==> config.mk <==
export PLATFORM = sky130hd
export DESIGN_NAME = fadd_arbiter
export DESIGN_NICKNAME = d
export VERILOG_FILES = /design/src/rtl/fadd_arbiter.sv
export SDC_FILE = /design/constraint.sdc
export NUM_CORES = 1
export LEC_CHECK = 0
export BUFFER_PORTS_ARGS = -buffer_cell sky130_fd_sc_hd__buf_2
export CAP_MARGIN = 15
export CELL_PAD_IN_SITES_DETAIL_PLACEMENT = 1
export CELL_PAD_IN_SITES_GLOBAL_PLACEMENT = 2
export CORE_ASPECT_RATIO = 0.75
export CORE_MARGIN = 2
export CORE_UTILIZATION = 35
export CTS_BUF_LIST = sky130_fd_sc_hd__clkbuf_4
export DETAILED_ROUTE_END_ITERATION = 8
export PLACE_DENSITY_LB_ADDON = 0.15
export RECOVER_POWER = 25
export SETUP_SLACK_MARGIN = 0.4
export SKIP_LAST_GASP = 1
export SLEW_MARGIN = 10
export SYNTH_ARGS = -nofsm -noshare
export SYNTH_HDL_FRONTEND = slang
export SYNTH_SLANG_ARGS = --single-unit
==> constraint.sdc <==
create_clock -name clk -period 37.1 [get_ports clk]
set_input_delay 0 -clock clk [delete_from_list [all_inputs] [get_ports clk]]
set_output_delay 0 -clock clk [all_outputs]
set_load 0.01 [all_outputs]
==> src/rtl/fadd_arbiter.sv <==
// Round-robin arbiter sharing one combinational IEEE754 single-precision adder
// among NREQ requesters, with a 2-edge accept-to-response pipeline.

module fadd (
  input  logic [31:0] x1,
  input  logic [31:0] x2,
  output logic [31:0] y,
  output logic        ovf
);
  logic              w_swap, w_sa, w_sb, w_inc;
  logic [31:0]       w_a, w_b;
  logic [7:0]        w_ea, w_eb, w_d;
  logic [4:0]        w_dc, w_lz;
  logic [23:0]       w_ma, w_mb;
  logic [49:0]       w_wide;
  logic [26:0]       w_mb_al, w_norm;
  logic [27:0]       w_sum;
  logic [24:0]       w_mant;
  logic [22:0]       w_frac;
  logic signed [9:0] w_exp;

  always_comb begin
    w_swap = x2[30:0] > x1[30:0];
    w_a    = w_swap ? x2 : x1;
    w_b    = w_swap ? x1 : x2;
    w_sa   = w_a[31];
    w_sb   = w_b[31];
    w_ea   = (w_a[30:23] == 8'd0) ? 8'd1 : w_a[30:23];
    w_eb   = (w_b[30:23] == 8'd0) ? 8'd1 : w_b[30:23];
    w_ma   = {w_a[30:23] != 8'd0, w_a[22:0]};
    w_mb   = {w_b[30:23] != 8'd0, w_b[22:0]};
    w_d    = w_ea - w_eb;
    w_dc   = (w_d > 8'd31) ? 5'd31 : w_d[4:0];
    // Align smaller operand keeping guard, round and a sticky OR of shifted-out bits
    w_wide  = {w_mb, 26'd0} >> w_dc;
    w_mb_al = {w_wide[49:24], |w_wide[23:0]};
    w_sum   = (w_sa == w_sb) ? ({1'b0, w_ma, 3'd0} + {1'b0, w_mb_al})
                             : ({1'b0, w_ma, 3'd0} - {1'b0, w_mb_al});
    w_lz = '0;
    for (int unsigned i = 0; i < 27; i++)
      if (w_sum[i]) w_lz = 5'(26 - i);
    if (w_sum[27]) begin
      w_norm = {w_sum[27:2], w_sum[1] | w_sum[0]};
      w_exp  = $signed({2'b00, w_ea}) + 10'sd1;
    end else begin
      w_norm = w_sum[26:0] << w_lz;
      w_exp  = $signed({2'b00, w_ea}) - $signed({5'd0, w_lz});
    end
    // Round to nearest, ties to even
    w_inc  = w_norm[2] & (w_norm[1] | w_norm[0] | w_norm[3]);
    w_mant = {1'b0, w_norm[26:3]} + {24'd0, w_inc};
    if (w_mant[24]) begin
      w_exp  = w_exp + 10'sd1;
      w_frac = w_mant[23:1];
    end else begin
      w_frac = w_mant[22:0];
    end
    ovf = 1'b0;
    if (w_sum == 28'd0)          y = '0;
    else if (w_exp >= 10'sd255) begin
      y   = {w_sa, 8'hFF, 23'd0};
      ovf = 1'b1;
    end
    else if (w_exp <= 10'sd0)    y = {w_sa, 31'd0};
    else                         y = {w_sa, w_exp[7:0], w_frac};
  end
endmodule

module fadd_arbiter #(
  parameter int NREQ = 4
) (
  input  logic               clk,
  input  logic               rst,
  input  logic [NREQ-1:0]    req_valid,
  output logic [NREQ-1:0]    req_ready,
  input  logic [32*NREQ-1:0] req_x1,
  input  logic [32*NREQ-1:0] req_x2,
  output logic [NREQ-1:0]    rsp_valid,
  input  logic [NREQ-1:0]    rsp_ready,
  output logic [32*NREQ-1:0] rsp_y,
  output logic [NREQ-1:0]    rsp_ovf,
  output logic               busy
);
  localparam int PW = (NREQ > 1) ? $clog2(NREQ) : 1;

  typedef enum logic [1:0] {IDLE, ISSUED, DONE} slot_t;

  slot_t               r_slot     [NREQ];
  slot_t               w_slot_nxt [NREQ];
  logic [PW-1:0]       r_rr_ptr, w_gnt_id, w_idx;
  logic                w_gnt_v, w_busy_nxt;
  logic [NREQ-1:0]     w_elig, w_grant;
  logic                r_op_v;
  logic [PW-1:0]       r_op_id;
  logic [31:0]         r_op_x1, r_op_x2, w_fy;
  logic                w_fovf;
  logic [32*NREQ-1:0]  r_rsp_y;
  logic [NREQ-1:0]     r_rsp_ovf;
  logic                r_busy;

  fadd u_fadd (.x1(r_op_x1), .x2(r_op_x2), .y(w_fy), .ovf(w_fovf));

  always_comb begin
    w_elig   = '0;
    w_grant  = '0;
    w_gnt_id = '0;
    w_gnt_v  = 1'b0;
    w_idx    = '0;
    for (int unsigned i = 0; i < NREQ; i++)
      w_elig[i] = req_valid[i] && (r_slot[i] == IDLE);
    for (int unsigned k = 0; k < NREQ; k++) begin
      w_idx = PW'((32'(r_rr_ptr) + k) % NREQ);
      if (!w_gnt_v && w_elig[w_idx]) begin
        w_gnt_v  = 1'b1;
        w_gnt_id = w_idx;
      end
    end
    if (rst) w_gnt_v = 1'b0;
    if (w_gnt_v) w_grant[w_gnt_id] = 1'b1;
  end

  always_comb begin
    w_busy_nxt = 1'b0;
    for (int unsigned i = 0; i < NREQ; i++) begin
      w_slot_nxt[i] = r_slot[i];
      case (r_slot[i])
        IDLE:    if (w_grant[i]) w_slot_nxt[i] = ISSUED;
        ISSUED:  if (r_op_v && r_op_id == PW'(i)) w_slot_nxt[i] = DONE;
        DONE:    if (rsp_ready[i]) w_slot_nxt[i] = IDLE;
        default: w_slot_nxt[i] = IDLE;
      endcase
      if (w_slot_nxt[i] != IDLE) w_busy_nxt = 1'b1;
    end
  end

  always_ff @(posedge clk) begin
    if (rst) begin
      for (int unsigned i = 0; i < NREQ; i++) r_slot[i] <= IDLE;
      r_rr_ptr  <= '0;
      r_op_v    <= 1'b0;
      r_op_id   <= '0;
      r_op_x1   <= '0;
      r_op_x2   <= '0;
      r_rsp_y   <= '0;
      r_rsp_ovf <= '0;
      r_busy    <= 1'b0;
    end else begin
      for (int unsigned i = 0; i < NREQ; i++) r_slot[i] <= w_slot_nxt[i];
      r_busy <= w_busy_nxt;
      r_op_v <= w_gnt_v;
      if (w_gnt_v) begin
        r_rr_ptr <= PW'((32'(w_gnt_id) + 1) % NREQ);
        r_op_id  <= w_gnt_id;
        r_op_x1  <= req_x1[32*w_gnt_id +: 32];
        r_op_x2  <= req_x2[32*w_gnt_id +: 32];
      end
      if (r_op_v) begin
        r_rsp_y[32*r_op_id +: 32] <= w_fy;
        r_rsp_ovf[r_op_id]        <= w_fovf;
      end
    end
  end

  always_comb begin
    rsp_valid = '0;
    for (int unsigned i = 0; i < NREQ; i++) rsp_valid[i] = (r_slot[i] == DONE);
  end

  assign req_ready = w_grant;
  assign rsp_y     = r_rsp_y;
  assign rsp_ovf   = r_rsp_ovf;
  assign busy      = r_busy;
endmodule

Word level (Yosys, flattened, before mapping)
Memories as Yosys holds them, arrays and structs flattened.
Index checks and enable logic that the tools add are counted.

operators by class
  add/subtract/negate cells = 12
  $mul = 0
  divide/modulo/power cells = 0
  magnitude comparators = 12
  equality and inequality tests = 12
  shift operators = 6
  muxes and demuxes = 93
  bitwise operators = 8
  reduce and logical (&&, ||, !) cells = 31

operators with widths
  kind                                                                       count
  128-bit by 8-bit variable part select with 32-bit output                   2
  5-bit 2-to-1 mux                                                           28
  128-bit bitwise mux                                                        1
  32-bit by 34-bit variable shift with 128-bit output, first input constant  1
  32-bit by 34-bit variable part select with 128-bit output                  1
  32-bit 2-to-1 mux                                                          3
  31-bit 2-to-1 mux                                                          2
  50-bit by 5-bit right shift with 50-bit output                             1
  2-bit 2-to-1 mux                                                           20
  7-bit negation with 34-bit output                                          1
  31-bit greater-than comparator                                             1
  27-bit by 27-bit adder with 28-bit output                                  1
  28-bit zero test                                                           1
  28-bit 2-to-1 mux                                                          1
  27-bit by 27-bit subtractor with 28-bit output                             1
  27-bit 2-to-1 mux                                                          1
  27-bit by 5-bit << shifter with 27-bit output                              1
  24-bit by 1-bit adder with 25-bit output                                   1
  2-bit case mux with 3 select lines                                         4
  24-bit OR reduction                                                        1
  23-bit 2-to-1 mux                                                          1
  1-bit 2-to-1 mux                                                           20
  10-bit 2-to-1 mux                                                          2
  2-bit by 3-bit < comparator with 1-bit output, second input constant       6
  other kinds (26)                                                           72

word-level totals
  register bits = 202
  latch bits = 0
  bits in writable memories = 8
  ROM bits = 0
  input bits = 266
  output and inout bits = 141
  logic and storage cells = 183
  memories kept = 1

memory list
  memory  depth  width  read ports  clocked after memory_dff  write ports  RTL line  RTL
  r_slot  4      2      4           0                         4            88        slot_t r_slot [NREQ];

Logic depth before layout (Yosys ltp)
Gate-level depths: netlist of the first run.

  depth after elaboration = 51
  depth in mapped cells = 73
  gate-level depth less buffers = 64

Modules after synthesis
From an unflattened synthesis of the first run, not the netlist that was laid out.

second synthesis, totals
  cell total of the unflattened synthesis = 2916
  area total of the unflattened synthesis = 21549.4 µm²

modules (own cells, without submodules)
  module        times used  cells an instance  area an instance (µm²)  seq. area each (µm²)
  fadd          1           2013               12689.7                 0.0
  fadd_arbiter  1           903                8859.7                  4204.0

Least setup slack after synthesis of the first run
No wires, ideal clock.

  path type = reg-to-reg
  start = register r_op_x1[30]
  end = register r_rsp_y[10], in the netlist rsp_y[10]
  setup time = 0.117 ns
  arrival = 14.475 ns
  data required time = 36.983 ns
  slack = 22.507 ns
  stages on the path, launching flop included = 71
  path buffers = 11
  clock period less this slack = 14.593 ns
  path through = dfxtp_1 > inv_1 > ha_1 > nand4_4 > or4_4 > a211o_1 > buf_6 > nand2_1 > clkbuf_1 > nor2_1 > a21oi_1 > inv_1 > nor3_1 > nand4_1 > and2_1 > ha_1 > fa_1 > nor2b_1 > [35 not listed] > nor2b_1 > o21ai_0 > nand2b_1 > xnor2_1 > nand2_1 > o21ai_0 > nand2_1 > or2_1 > a21oi_1 > a21oi_1 > or4_1 > or3b_2 > a2111o_1 > o31a_1 > a211o_1 > buf_4 > buf_6 > a32o_1

between the ends
  longest elaborated chain between the ends = 51
  elaborated cells between the ends (all ways) = 66
  those cells by class = add/sub (7); order compare (4); eq/ne (1); shift (3); mux (41); bitwise (4); reduce/logical (6)

RTL lines
  element                                                        RTL line  RTL
  start, declared                                                95        logic [31:0] r_op_x1, r_op_x2, w_fy;
  start signal, assigned                                         154       r_op_x1 <= req_x1[32*w_gnt_id +: 32];
  31-bit greater-than comparator                                 23        w_swap = x2[30:0] > x1[30:0];
  32-bit 2-to-1 mux (on tied branches)                           24, 25
  8-bit zero test (on tied branches)                             28, 29
  8-bit 2-to-1 mux (on tied branches)                            28, 29
  8-bit subtractor                                               32        w_d = w_ea - w_eb;
  8-bit by 5-bit greater-than comparator with 1-bit output       33        w_dc = (w_d > 8'd31) ? 5'd31 : w_d[4:0];
  5-bit 2-to-1 mux                                               33
  50-bit by 5-bit right shift with 50-bit output                 35        w_wide = {w_mb, 26'd0} >> w_dc;
  [35 not listed]                                                -
  24-bit by 1-bit adder with 25-bit output                       51        w_mant = {1'b0, w_norm[26:3]} + {24'd0, w_inc};
  10-bit 2-to-1 mux                                              52        if (w_mant[24]) begin
  10-bit by 1-bit less-or-equal comparator with 1-bit output     64        else if (w_exp <= 10'sd0) y = {w_sa, 31'd0};
  31-bit 2-to-1 mux                                              64
  31-bit 2-to-1 mux                                              60        else if (w_exp >= 10'sd255) begin
  32-bit 2-to-1 mux (*)                                          59        if (w_sum == 28'd0) y = '0;
  32-bit by 34-bit variable part select with 128-bit output (*)  158       r_rsp_y[32*r_op_id +: 32] <= w_fy;
  128-bit bitwise mux (*)                                        158
  end signal, assigned by index                                  158
  end, declared                                                  97        logic [32*NREQ-1:0] r_rsp_y;

Every way passes the cells marked *; elsewhere a longest branch is shown, timed or not.
A chain may end at the register's enable or synchronous reset.

Worst setup path in the final report of the first run
  start = register r_op_x1[25]
  end = register r_rsp_y[22], in the netlist rsp_y[22]

Same word-level chain as after synthesis.

==> metrics, run 1 <==
status=complete, no violations; die width=285 microns; sequential fraction of the synthesis area=20.3%; Nets=around 3800; Post-Route Skew=0.0665 ns; worst rel slew slack=18.5%; first-pass GRT wire length=171000 microns; Final Util=~45%; syn_area_per_cell=7.24 sq um; RSZ-0062 raised after global routing=false; DIE AREA=a little over 60000 sq um; Synth area leader=dfxtp_1; total track usage=36.3%; Vias=26600; Pre-Repair DR Iteration Count=6; clock sink total=210; type of origin of the critical path=register; Synth Net Count=~3200; CTS Buffer Depth=3; synth warn=0; routability cong.=0.982; clock slew at reported path FFs=0.06 ns; worst flop-to-flop path startpoint=r_op_x1[25]; I/O Pins=407; Layout area overhead=27.5%; Netlist cell types=106; die height=215 microns; R2R Path End=rsp_y[22]; clock insertion delay at the later pin of the skew report=0.80 ns; Synth area leaders=dfxtp_1 20%, nand2_1 7.6%, ha_1 6.5%, a32o_1 5.8%, a21oi_1 5.2%; initial antenna violation count=17; worst reg2reg setup slack=17.81 ns; area of the core=58800 sq um; CP Class=register to register; PostCTS Resize Cnt=0; filler instances=7544; Antenna Nets Post-Route=0; final setup vio count=0; Async SR Flop Fraction=0%; top_reg_cell synth=dfxtp_1; layout cell share with drive strength beyond 1=16.4%; Worst setup EP type=register; drt wl/cell=27.0 microns; total gr overflow=0; CTS Buf Count=58; hold path depth=6; mapped cell area=about 21000 sq um; final slew viol count=0; FF+latch count, synth=210; largest net degree at the start of global routing=77; clk root buf=clkbuf_4; Worst Hold Launch=req_valid[0]; MaxCap Viol Count=0; CTS tree=done; H-tree depth=2; DP HPWL=89200 microns; CP bufs+invs=7; Final min period=19.29 ns; fin crit share=between 50 and 60%; vias in the first global route=between 20000 and 30000; drt drc=0; Cell Rows=77; final wirelength=115000 microns; top cell family by delay on the critical path=compound AO/OA/AOI/OAI gates; routed vias/inst=between 6 and 7; Fin. Hold Viols=0; IO buf count=406; Slew @ Worst Pin=between 1 and 1.5 ns; Post-Syn Instances=2863; number of synthesized flops with an enable pin=0; synth cell count leaders=418 x nand2_1, 225 x nor2_1, 217 x a21oi_1; initial core utilization=a little over a third; top-count cell post-synth=nand2_1; Worst path most repeated cell=a21oi_1; Critical-path top delay cell=o32ai_1; CP arrival=19.95 ns; Max Fclk=51.8 MHz; critical path peak fanout=67; Iter 0 DRT Violations=2591; total negative setup slack=0 ns; CP max stage delay=~0.98 ns; cell depth of the worst flop-to-flop path=60; hold crit path type=primary input to register; endpoint of the worst hold path=r_op_id[1]; Worst EP required=37.76 ns; Synth top area share=20.3%
## through the flow
| step | setup WS, ns | instances | hold WS [ns] | cell area [sq um] |
|---|---|---|---|---|
| finish | 17.81 | 4268 | 0.152 | 26400 |
| global route | 16.84 | 4267 | 0.147 | 26400 |
| CTS | 18.39 | 4254 | 0.0773 | 26500 |
| detailed placement | 18.40 | 3929 | 0.331 | 23500 |
| global placement | 18.93 | 3929 | 0.321 | 23500 |
| floorplan | 22.51 | 2863 | 0.184 | 20700 |
## layer usage
layer	up-vias	wire length (microns)	GRT usage, %
met1	13300	52900	51.8
met2	1225	47900	52.9
met3	179	11600	10.7
li1	12000	-	-
met4	12	2720	8.99
met5	-	93	0
## timing repair
item                                   CTS  global route
endpoints found under the hold margin   84             0
hold buffers                           228             0
setup buffers                            0             0
## worst max path at each step
stage / startpoint / end / slack (ns) / cells after the start
2_1_floorplan: r_op_x1[30] / rsp_y[10] / 22.51 / 70
3_3_place_gp: r_op_x1[25] / rsp_y[86] / 18.93 / 60
3_5_place_dp: r_op_x1[25] / rsp_y[86] / 18.40 / 60
4_1_cts: r_op_x1[25] / rsp_y[22] / 18.39 / 60
5_1_grt: r_op_x1[25] / rsp_y[22] / 16.84 / 62
6_report: r_op_x1[25] / rsp_y[22] / 17.81 / 60
## tightest hold or removal path: stages
cell,delay [ns]
buf_2,0.09
nand2_1,0.13
o21ai_0,0.23
a22oi_2,0.18
a21oi_1,0.17
nor2_1,0.05
## cell usage in the layout, fill, tap and decap left out, drive strengths merged, types with 14 or more instances in the layout
cell type,instances
a32o,120
a22o,21
xnor2,41
a21oi,223
o31ai,17
o21bai,23
nand4,33
nor3,108
a2111oi,16
nor2b,28
a221oi,32
or2,19
nand2,418
o21a,28
nand2b,28
ha,108
and3,18
dfxtp,210
inv,111
o211ai,40
o21ai,193
a211o,14
and2,25
buf,370
a211oi,45
xor2,15
or3,23
nor4,38
a22oi,16
clkbuf,175
o22ai,29
mux2i,91
a21o,30
nand3,99
dlygate4sd3,228
nor2,227
## logic make-up (layout without fill, tap and decap cells)
family	count (synthesis)	after routing	share of synthesized area [%]
mux	96	96	4.67
fa+ha+maj	111	111	6.81
flops	210	210	20.3
simple gates	1103	1103	25.4
other cells	0	12	0
compound gates	995	995	34.6
xor+xnor	56	56	2.37
buf+inv	292	895	5.82
## final cells by class
class / count / area, sq um / area share (%)
Multi-Input combinational cell: 2361 / 15500 / 58.5
Timing Repair Buffer: 686 / 4610 / 17.4
Sequential cell: 210 / 4200 / 15.9
Tap cell: 790 / 988 / 3.74
Clock buffer: 87 / 653 / 2.47
Inverter: 112 / 422 / 1.59
Clock inverter: 10 / 62.6 / 0.237
Antenna cell: 12 / 30.0 / 0.114
## state kept, by name (all words and copies together), names as in the netlist
signal,cells
rsp_y,128
r_op_x1,32
r_op_x2,32
r_slot,8
rsp_ovf,4
r_op_id,2
r_rr_ptr,2
busy,1
r_op_v,1
Power of run 1 is not shown: default switching activity piles up to over one toggle a cycle in this logic, so the estimate is an artifact.
==> run 2: changes to the inputs <==
--- a/config.mk
+++ b/config.mk
@@ -5,13 +5,14 @@
 export SDC_FILE = /design/constraint.sdc
 export NUM_CORES = 1
 export LEC_CHECK = 0
+export ABC_AREA = 1
 export BUFFER_PORTS_ARGS = -buffer_cell sky130_fd_sc_hd__buf_2
 export CAP_MARGIN = 15
 export CELL_PAD_IN_SITES_DETAIL_PLACEMENT = 1
 export CELL_PAD_IN_SITES_GLOBAL_PLACEMENT = 2
 export CORE_ASPECT_RATIO = 0.75
 export CORE_MARGIN = 2
-export CORE_UTILIZATION = 35
+export CORE_UTILIZATION = 27
 export CTS_BUF_LIST = sky130_fd_sc_hd__clkbuf_4
 export DETAILED_ROUTE_END_ITERATION = 8
 export PLACE_DENSITY_LB_ADDON = 0.15
==> constraint.sdc (replaced) <==
create_clock -name clk -period 17.32 [get_ports clk]
set_input_delay 0 -clock clk [delete_from_list [all_inputs] [get_ports clk]]
set_output_delay 0 -clock clk [all_outputs]
set_load 0.01 [all_outputs]
==> run 2 against run 1 <==
Effect of this change:
- synthesized cell count is 16% higher
- critical path depth is 17 higher
- non-clock buffer count is 72 lower
- clock skew is 0.031 ns higher
- setup slack worse by 16 ns
- utilization is 11 points lower
- largest cell class unchanged
==> metrics, run 2 <==
top-count cell post-synth=nand2_1; syn_area_per_cell=6.18 sq um (-15%); Synth Area in Adders=6.88% (+0.071 points); Post-Route Skew=0.0978 ns (+0.0313 ns); Synth top area share=20.5% (+0.21 points); Worst path most repeated cell=nand2_1; Critical-path top delay cell=o21ai_0; Async SR Flop Fraction=0% (unchanged); Pre-Repair DR Iteration Count=5 (-1); CP Class=register to register; Place WS=1.87 ns (-16.52 ns); worst flop-to-flop path startpoint=r_op_x1[27]; critical path depth=77 (+28%); worst reg2reg setup slack=2.12 ns (-15.69 ns); total track usage=26.0% (-10 points); H-tree depth=3 (+1); Nets=4197 (+10%); met1 WL=51700 microns (-2.3%); synth warn=0 (unchanged); most common cell after layout, fill and taps aside=nand2_1; Fin. Hold Viols=0 (unchanged); drt drc=0 (unchanged); WL met2=44100 microns (-7.9%); vias in the first global route=26000 (-2.3%); Antenna Nets Post-Route=0 (unchanged); Final Util=33.9% (-11 points); FF+latch count, synth=210 (unchanged); fin crit share=87.8% (+36 points); IO buf count=406 (unchanged); CTS tree=done; Netlist cell types=71 (-33%); Post-Syn Instances=3322 (+16%); total gr overflow=0 (unchanged); CP bufs+invs=6 (-1); clock sink total=210 (unchanged); Worst Slack Setup Final=2.12 ns (-15.69 ns); CP max stage delay=0.63 ns (-0.35 ns); R2R Path End=rsp_y[58]; die width=322 microns (+13%); largest net degree at the start of global routing=95 (+23%); Iter 0 DRT Violations=1608 (-38%); MaxCap Viol Count=0 (unchanged); first-pass GRT wire length=158000 microns (-7.9%); I/O Pins=407 (unchanged); synth cell count leaders=887 x nand2_1, 386 x nand3_1, 307 x inv_1; Final min period=15.20 ns (-4.09 ns); Max Fclk=65.8 MHz (+27%); xor/xnor cell area share of the yosys netlist=2.12% (-0.25 points); Slew @ Worst Pin=1.14 ns (-0.0713 ns); critical path peak fanout=66 (-1.5%); cell depth of the worst flop-to-flop path=77 (+28%); Synth area leader=dfxtp_1; area of the core=75200 sq um (+28%); Synth Net Count=3699 (+14%); RSZ-0062 raised after global routing=false; top_reg_cell synth=dfxtp_1; CP endpoint=rsp_y[58]; clock insertion delay at the later pin of the skew report=0.79 ns (about the same); routed vias/inst=5.17 (-17%); max reg flops=128 (unchanged); worst rel slew slack=22.9% (+4.4 points); layout cell share with drive strength beyond 1=16.5% (+0.12 points); Worst EP required=17.99 ns (-19.77 ns); Worst setup EP type=register; final setup vio count=0 (unchanged); Max Used Layer=met5; routability cong.=0.917 (-6.6%); clock slew at reported path FFs=0.06 ns (about the same); initial antenna violation count=8 (-9); total negative setup slack=0 ns (unchanged); final wirelength=104000 microns (-9.7%); number of synthesized flops with an enable pin=0 (unchanged); Synth area leaders=dfxtp_1 20%, nand2_1 16%, nand3_1 9.4%, ha_1 6.6%, inv_1 5.6%; top cell family by delay on the critical path=simple AND/OR/NAND/NOR gates; DIE AREA=78200 sq um (+28%); mapped cell area=20500 sq um (-1.0%); metal3 WL=6330 microns (-46%); type of origin of the critical path=register; die height=243 microns (+13%); final slew viol count=0 (unchanged); post-synthesis mux area share=0.976% (-3.7 points); Vias=25300 (-5.1%); post-synthesis compound-gate area fraction=16.9% (-18 points); Worst Setup SP=r_op_x1[27]; hold slack final=0.105 ns (-0.0472 ns); largest family of logic cells by synthesized area=simple AND/OR/NAND/NOR gates; drt wl/cell=21.3 microns (-21%); hold crit path type=primary input to register; CTS Buffer Depth=3 (unchanged); Synth Area in Simple Gates=40.9% (+15 points); clk root buf=clkbuf_4; Layout area overhead=24.2%; DP HPWL=81900 microns (-8.1%); sequential fraction of the synthesis area=20.5% (+0.21 points); status=complete, no violations; Cell Rows=87 (+13%); initial core utilization=27.3% (-8.0 points); most frequent cells in the layout=883 x nand2_1, 386 x nand3_1, 318 x buf_2, 305 x inv_1, 253 x nor2_1; CP arrival=15.87 ns (-4.08 ns); CTS Buf Count=68 (+17%)
run 2: changes by cell type in the layout (fill, tap and decap cells not counted), sizes merged, moves of 32 or more:
| cell | change |
|---|---|
| a211oi | -43 |
| a221oi | -32 |
| a32o | -120 |
| dlygate4sd3 | -60 |
| inv | +226 |
| mux2i | -71 |
| nand2 | +492 |
| nand3 | +297 |
| nand4 | +78 |
| nor2 | +69 |
| nor3 | -76 |
| o221ai | +37 |
run 2: worst register-to-register path: cells and delay by family (launching register included):
kind | cells | cell delay (ns)
buffers and inverters | 6 | 1.04
DFF | 1 | 0.41
xor gates and xnor gates | 2 | 0.35
AOI/OAI and AO/OA | 14 | 3.45
and+or+nand+nor | 49 | 7.77
adders and majority gates | 6 | 2.10
run 2: per-layer routing:
layer | up-vias | GRT usage (%)
li1 | 12100 | -
met1 | 12400 | 37.5
met2 | 658 | 39.1
met3 | 108 | 5.31
met4 | 4 | 6.23
met5 | - | 0
run 2: what timing repair did:
action / in CTS / in global routing
hold endpoints to repair: 119 / 0
gates resized for setup: 0 / 1
hold buffers: 168 / 0
endpoints found under the setup margin: 0 / 57
setup buffers: 0 / 6
run 2: worst min-delay path by stage:
stage	from	to	slack, ns	depth (start not counted)
after global placement	req_x1[0]	r_op_x1[0]	0.27	3
after CTS	req_x1[103]	r_op_x1[7]	0.01	4
after floorplan	req_x1[0]	r_op_x1[0]	0.17	2
after global routing	req_x2[114]	r_op_x2[18]	0.09	4
after detailed placement	req_x1[7]	r_op_x1[7]	0.27	3
final	req_x1[98]	r_op_x1[2]	0.11	4
run 2: through the flow:
step	cells	cell area [sq um]
floorplan	3322	20500
global placement	4598	23000
detailed placement	4598	23000
CTS	4875	25500
global route	4887	25500
finish	4888	25500
run 2: layout make-up:
class / count / area (sq um)
Antenna cell: 6 / 15.0
Fill cell: 9942 / 49700
Timing Repair Buffer: 614 / 3910
Clock buffer: 95 / 713
Tap cell: 1023 / 1280
Sequential cell: 210 / 4210
Clock inverter: 14 / 111
Multi-Input combinational cell: 2589 / 14000
Inverter: 337 / 1270
run 2: cells by family after synthesis:
logic type	count (synthesis)
compound gates	597
xor+xnor	47
fa+ha+maj	111
buf+inv	523
flops	210
mux	20
simple gates	1814
Power of run 2 is left out for the same reason.
==> run 3: changes to the inputs <==
--- a/config.mk
+++ b/config.mk
@@ -8,11 +8,9 @@
 export ABC_AREA = 1
 export BUFFER_PORTS_ARGS = -buffer_cell sky130_fd_sc_hd__buf_2
 export CAP_MARGIN = 15
-export CELL_PAD_IN_SITES_DETAIL_PLACEMENT = 1
-export CELL_PAD_IN_SITES_GLOBAL_PLACEMENT = 2
 export CORE_ASPECT_RATIO = 0.75
 export CORE_MARGIN = 2
-export CORE_UTILIZATION = 27
+export CORE_UTILIZATION = 53
 export CTS_BUF_LIST = sky130_fd_sc_hd__clkbuf_4
 export DETAILED_ROUTE_END_ITERATION = 8
 export PLACE_DENSITY_LB_ADDON = 0.15
@@ -22,4 +20,5 @@
 export SLEW_MARGIN = 10
 export SYNTH_ARGS = -nofsm -noshare
 export SYNTH_HDL_FRONTEND = slang
+export SYNTH_HIERARCHICAL = 1
 export SYNTH_SLANG_ARGS = --single-unit
==> run 3 against run 2 <==
Effect of this change:
- sequential share of layout area is 0.41 points higher
- clock skew decreased by 0.028 ns
- count of clock-buffer cells in the layout decreased by 24
- non-clock buffer count rose by 14
- via count increased by 2.1%
- critical endpoint is now rsp_y[86]
- fmax increased by 0.76%
- synthesized cell count is 5.7% higher
- utilization up 31 points
- critical path depth down 2
- area after synthesis decreased by 0.86%
==> metrics, run 3 <==
status=complete, no violations; drt drc=0 (unchanged); Post-Syn Instances=3512 (+5.7%); post-synthesis compound-gate area fraction=12.7% (-4.2 points); CP arrival=15.67 ns (-0.20 ns); Worst setup EP type=register; final wirelength=79100 microns (-24%); vias in the first global route=23100 (-11%); Synth area leader=nand2_1; first-pass GRT wire length=124000 microns (-21%); DP HPWL=58600 microns (-29%); synth cell count leaders=1161 x nand2_1, 585 x nand3_1, 345 x inv_1; Antenna Nets Post-Route=0 (unchanged); Critical-path top delay cell=o21ai_0; die height=174 microns (-28%); largest net degree at the start of global routing=116 (+22%); Synth Area in Simple Gates=46.1% (+5.1 points); CP bufs+invs=14 (+8); worst reg2reg setup slack=2.24 ns (+0.11 ns); M1 GR Usage=54.1% (+17 points); largest family of logic cells by synthesized area=simple AND/OR/NAND/NOR gates; total gr overflow=0 (unchanged); Synth Area in Adders=6.69% (-0.19 points); Pre-Repair DR Iteration Count=7 (+2); type of origin of the critical path=register; RSZ-0062 raised after global routing=false; Post-Route Skew=0.0697 ns (-0.0280 ns); Netlist cell types=62 (-13%); number of synthesized flops with an enable pin=0 (unchanged); top_reg_cell synth=dfxtp_1; clock slew at reported path FFs=0.07 ns (about the same); area of the core=38100 sq um (-49%); MaxCap Viol Count=0 (unchanged); hold crit path type=primary input to register; Place WS=2.46 ns (+0.590 ns); most frequent cells in the layout=1160 x nand2_1, 583 x nand3_1, 345 x inv_1, 318 x buf_2, 219 x a21oi_1; GR Util met2=53.8% (+15 points); drt wl/cell=17.3 microns (-19%); routability cong.=1.02 (+11%); Fin. Hold Viols=0 (unchanged); clk root buf=clkbuf_4; critical path peak fanout=115 (+74%); IO buf count=406 (unchanged); final slew viol count=0 (unchanged); I/O Pins=407 (unchanged); mapped cell area=20300 sq um (-0.86%); Synth area leaders=nand2_1 21%, dfxtp_1 21%, nand3_1 14%, ha_1 6.4%, inv_1 6.4%; synth warn=6 (+6); Synth Net Count=3885 (+5.0%); Worst path most repeated cell=nand2_1; CP max stage delay=0.68 ns (+0.05 ns); CP Class=register to register; xor/xnor cell area share of the yosys netlist=2.28% (+0.16 points); Slew @ Worst Pin=1.12 ns (-0.0283 ns); Cell Rows=62 (-29%); top cell family by delay on the critical path=simple AND/OR/NAND/NOR gates; H-tree depth=2 (-1); layout cell share with drive strength beyond 1=13.7% (-2.8 points); Final min period=15.08 ns (-0.114 ns); max reg flops=128 (unchanged); clock insertion delay at the later pin of the skew report=0.73 ns (-0.06 ns); final setup vio count=0 (unchanged); Worst EP required=17.91 ns (-0.08 ns); total negative setup slack=0 ns (unchanged); top-count cell post-synth=nand2_1; Vias=25800 (+2.1%); Max Fclk=66.3 MHz (+0.76%); CTS Buf Count=53 (-22%); Final Util=65.2% (+31 points); met3 Use GR=8.19% (+2.9 points); CTS Buffer Depth=3 (unchanged); Layout area overhead=22.1%; Synth top area share=21.4% (+0.93 points); sequential fraction of the synthesis area=20.7% (+0.18 points); hold slack final=0.189 ns (+0.0835 ns); Setup Fix Bufs, Post-CTS=0 (unchanged); routed vias/inst=5.65 (+9.2%); DIE AREA=40000 sq um (-49%); Iter 0 DRT Violations=3328 (+110%); most common cell after layout, fill and taps aside=nand2_1; GRT Max-Usage Layer=met1; initial antenna violation count=9 (+1); fin crit share=87.1% (-0.66 points); worst rel slew slack=25.5% (+2.6 points); initial core utilization=53.4% (+26 points); Async SR Flop Fraction=0% (unchanged); FF+latch count, synth=210 (unchanged); Worst Slack Setup Final=2.24 ns (+0.114 ns); total track usage=38.2% (+12 points); clock sink total=210 (unchanged); syn_area_per_cell=5.79 sq um (-6.2%); CTS tree=done; post-synthesis mux area share=0% (-0.98 points); Nets=4392 (+4.6%); die width=230 microns (-29%)
[run 3: cell count changes after synthesis, sizes merged, moves of 20 or more]
cell,change
nand2,+277
nand3,+197
nor2,-74
nand4,-73
o21ai,-45
o221ai,-43
inv,+39
o211ai,-33
or2,-27
nand2b,+26
mux2i,-20
[run 3: path summary, 6_finish.rpt]
path              cells past startpoint         from          to
hold / removal                        6   req_x2[35]  r_op_x2[3]
hold reg to reg                       2    rsp_y[95]   rsp_y[95]
setup / recovery                     75  r_op_x1[21]   rsp_y[86]
setup reg to reg                     75  r_op_x1[21]   rsp_y[86]
[run 3: area by class of cell]
cell class / instances / area, sq um
antenna: 8 / 20.0
clock buffer: 71 / 533
clock inverter: 18 / 104
fill: 3698 / 13300
inverter: 375 / 1410
multi-input combinational: 2751 / 13800
sequential: 210 / 4200
tap: 512 / 641
timing repair buffer: 628 / 4100
[run 3: stage by stage]
step | instance area [sq um] | instances
4_1_cts | 24900 | 4565
6_report | 24800 | 4573
2_1_floorplan | 20300 | 3512
3_5_place_dp | 22300 | 4274
5_1_grt | 24800 | 4573
3_3_place_gp | 22300 | 4274
[run 3: repair_timing]
action                                 4_1_cts  5_1_grt
hold buffers                               202        0
endpoints found under the hold margin      108        0
setup endpoints to repair                    0       29
resized for setup                            0        1
[run 3: cell families after synthesis]
kind of cell               after synthesis
DFF                                    210
AOI/OAI and AO/OA                      466
adders and majority gates              107
xor gates and xnor gates                46
buffers and inverters                  551
and+or+nand+nor                       2132
[run 3: layer usage]
metal  up-vias  part of all wire [%]
li1      12500                     -
met1     11600                    43
met2      1520                    41
met3       210                    11
met4         2                   5.2
met5         -                0.0063
[run 3: tightest hold or removal path: cells and delay by family]
kind | cells | cell delay [ns]
buf+inv | 2 | 0.64
compound gates | 1 | 0.07
simple gates | 3 | 0.18
Power of run 3 is left out for the same reason.
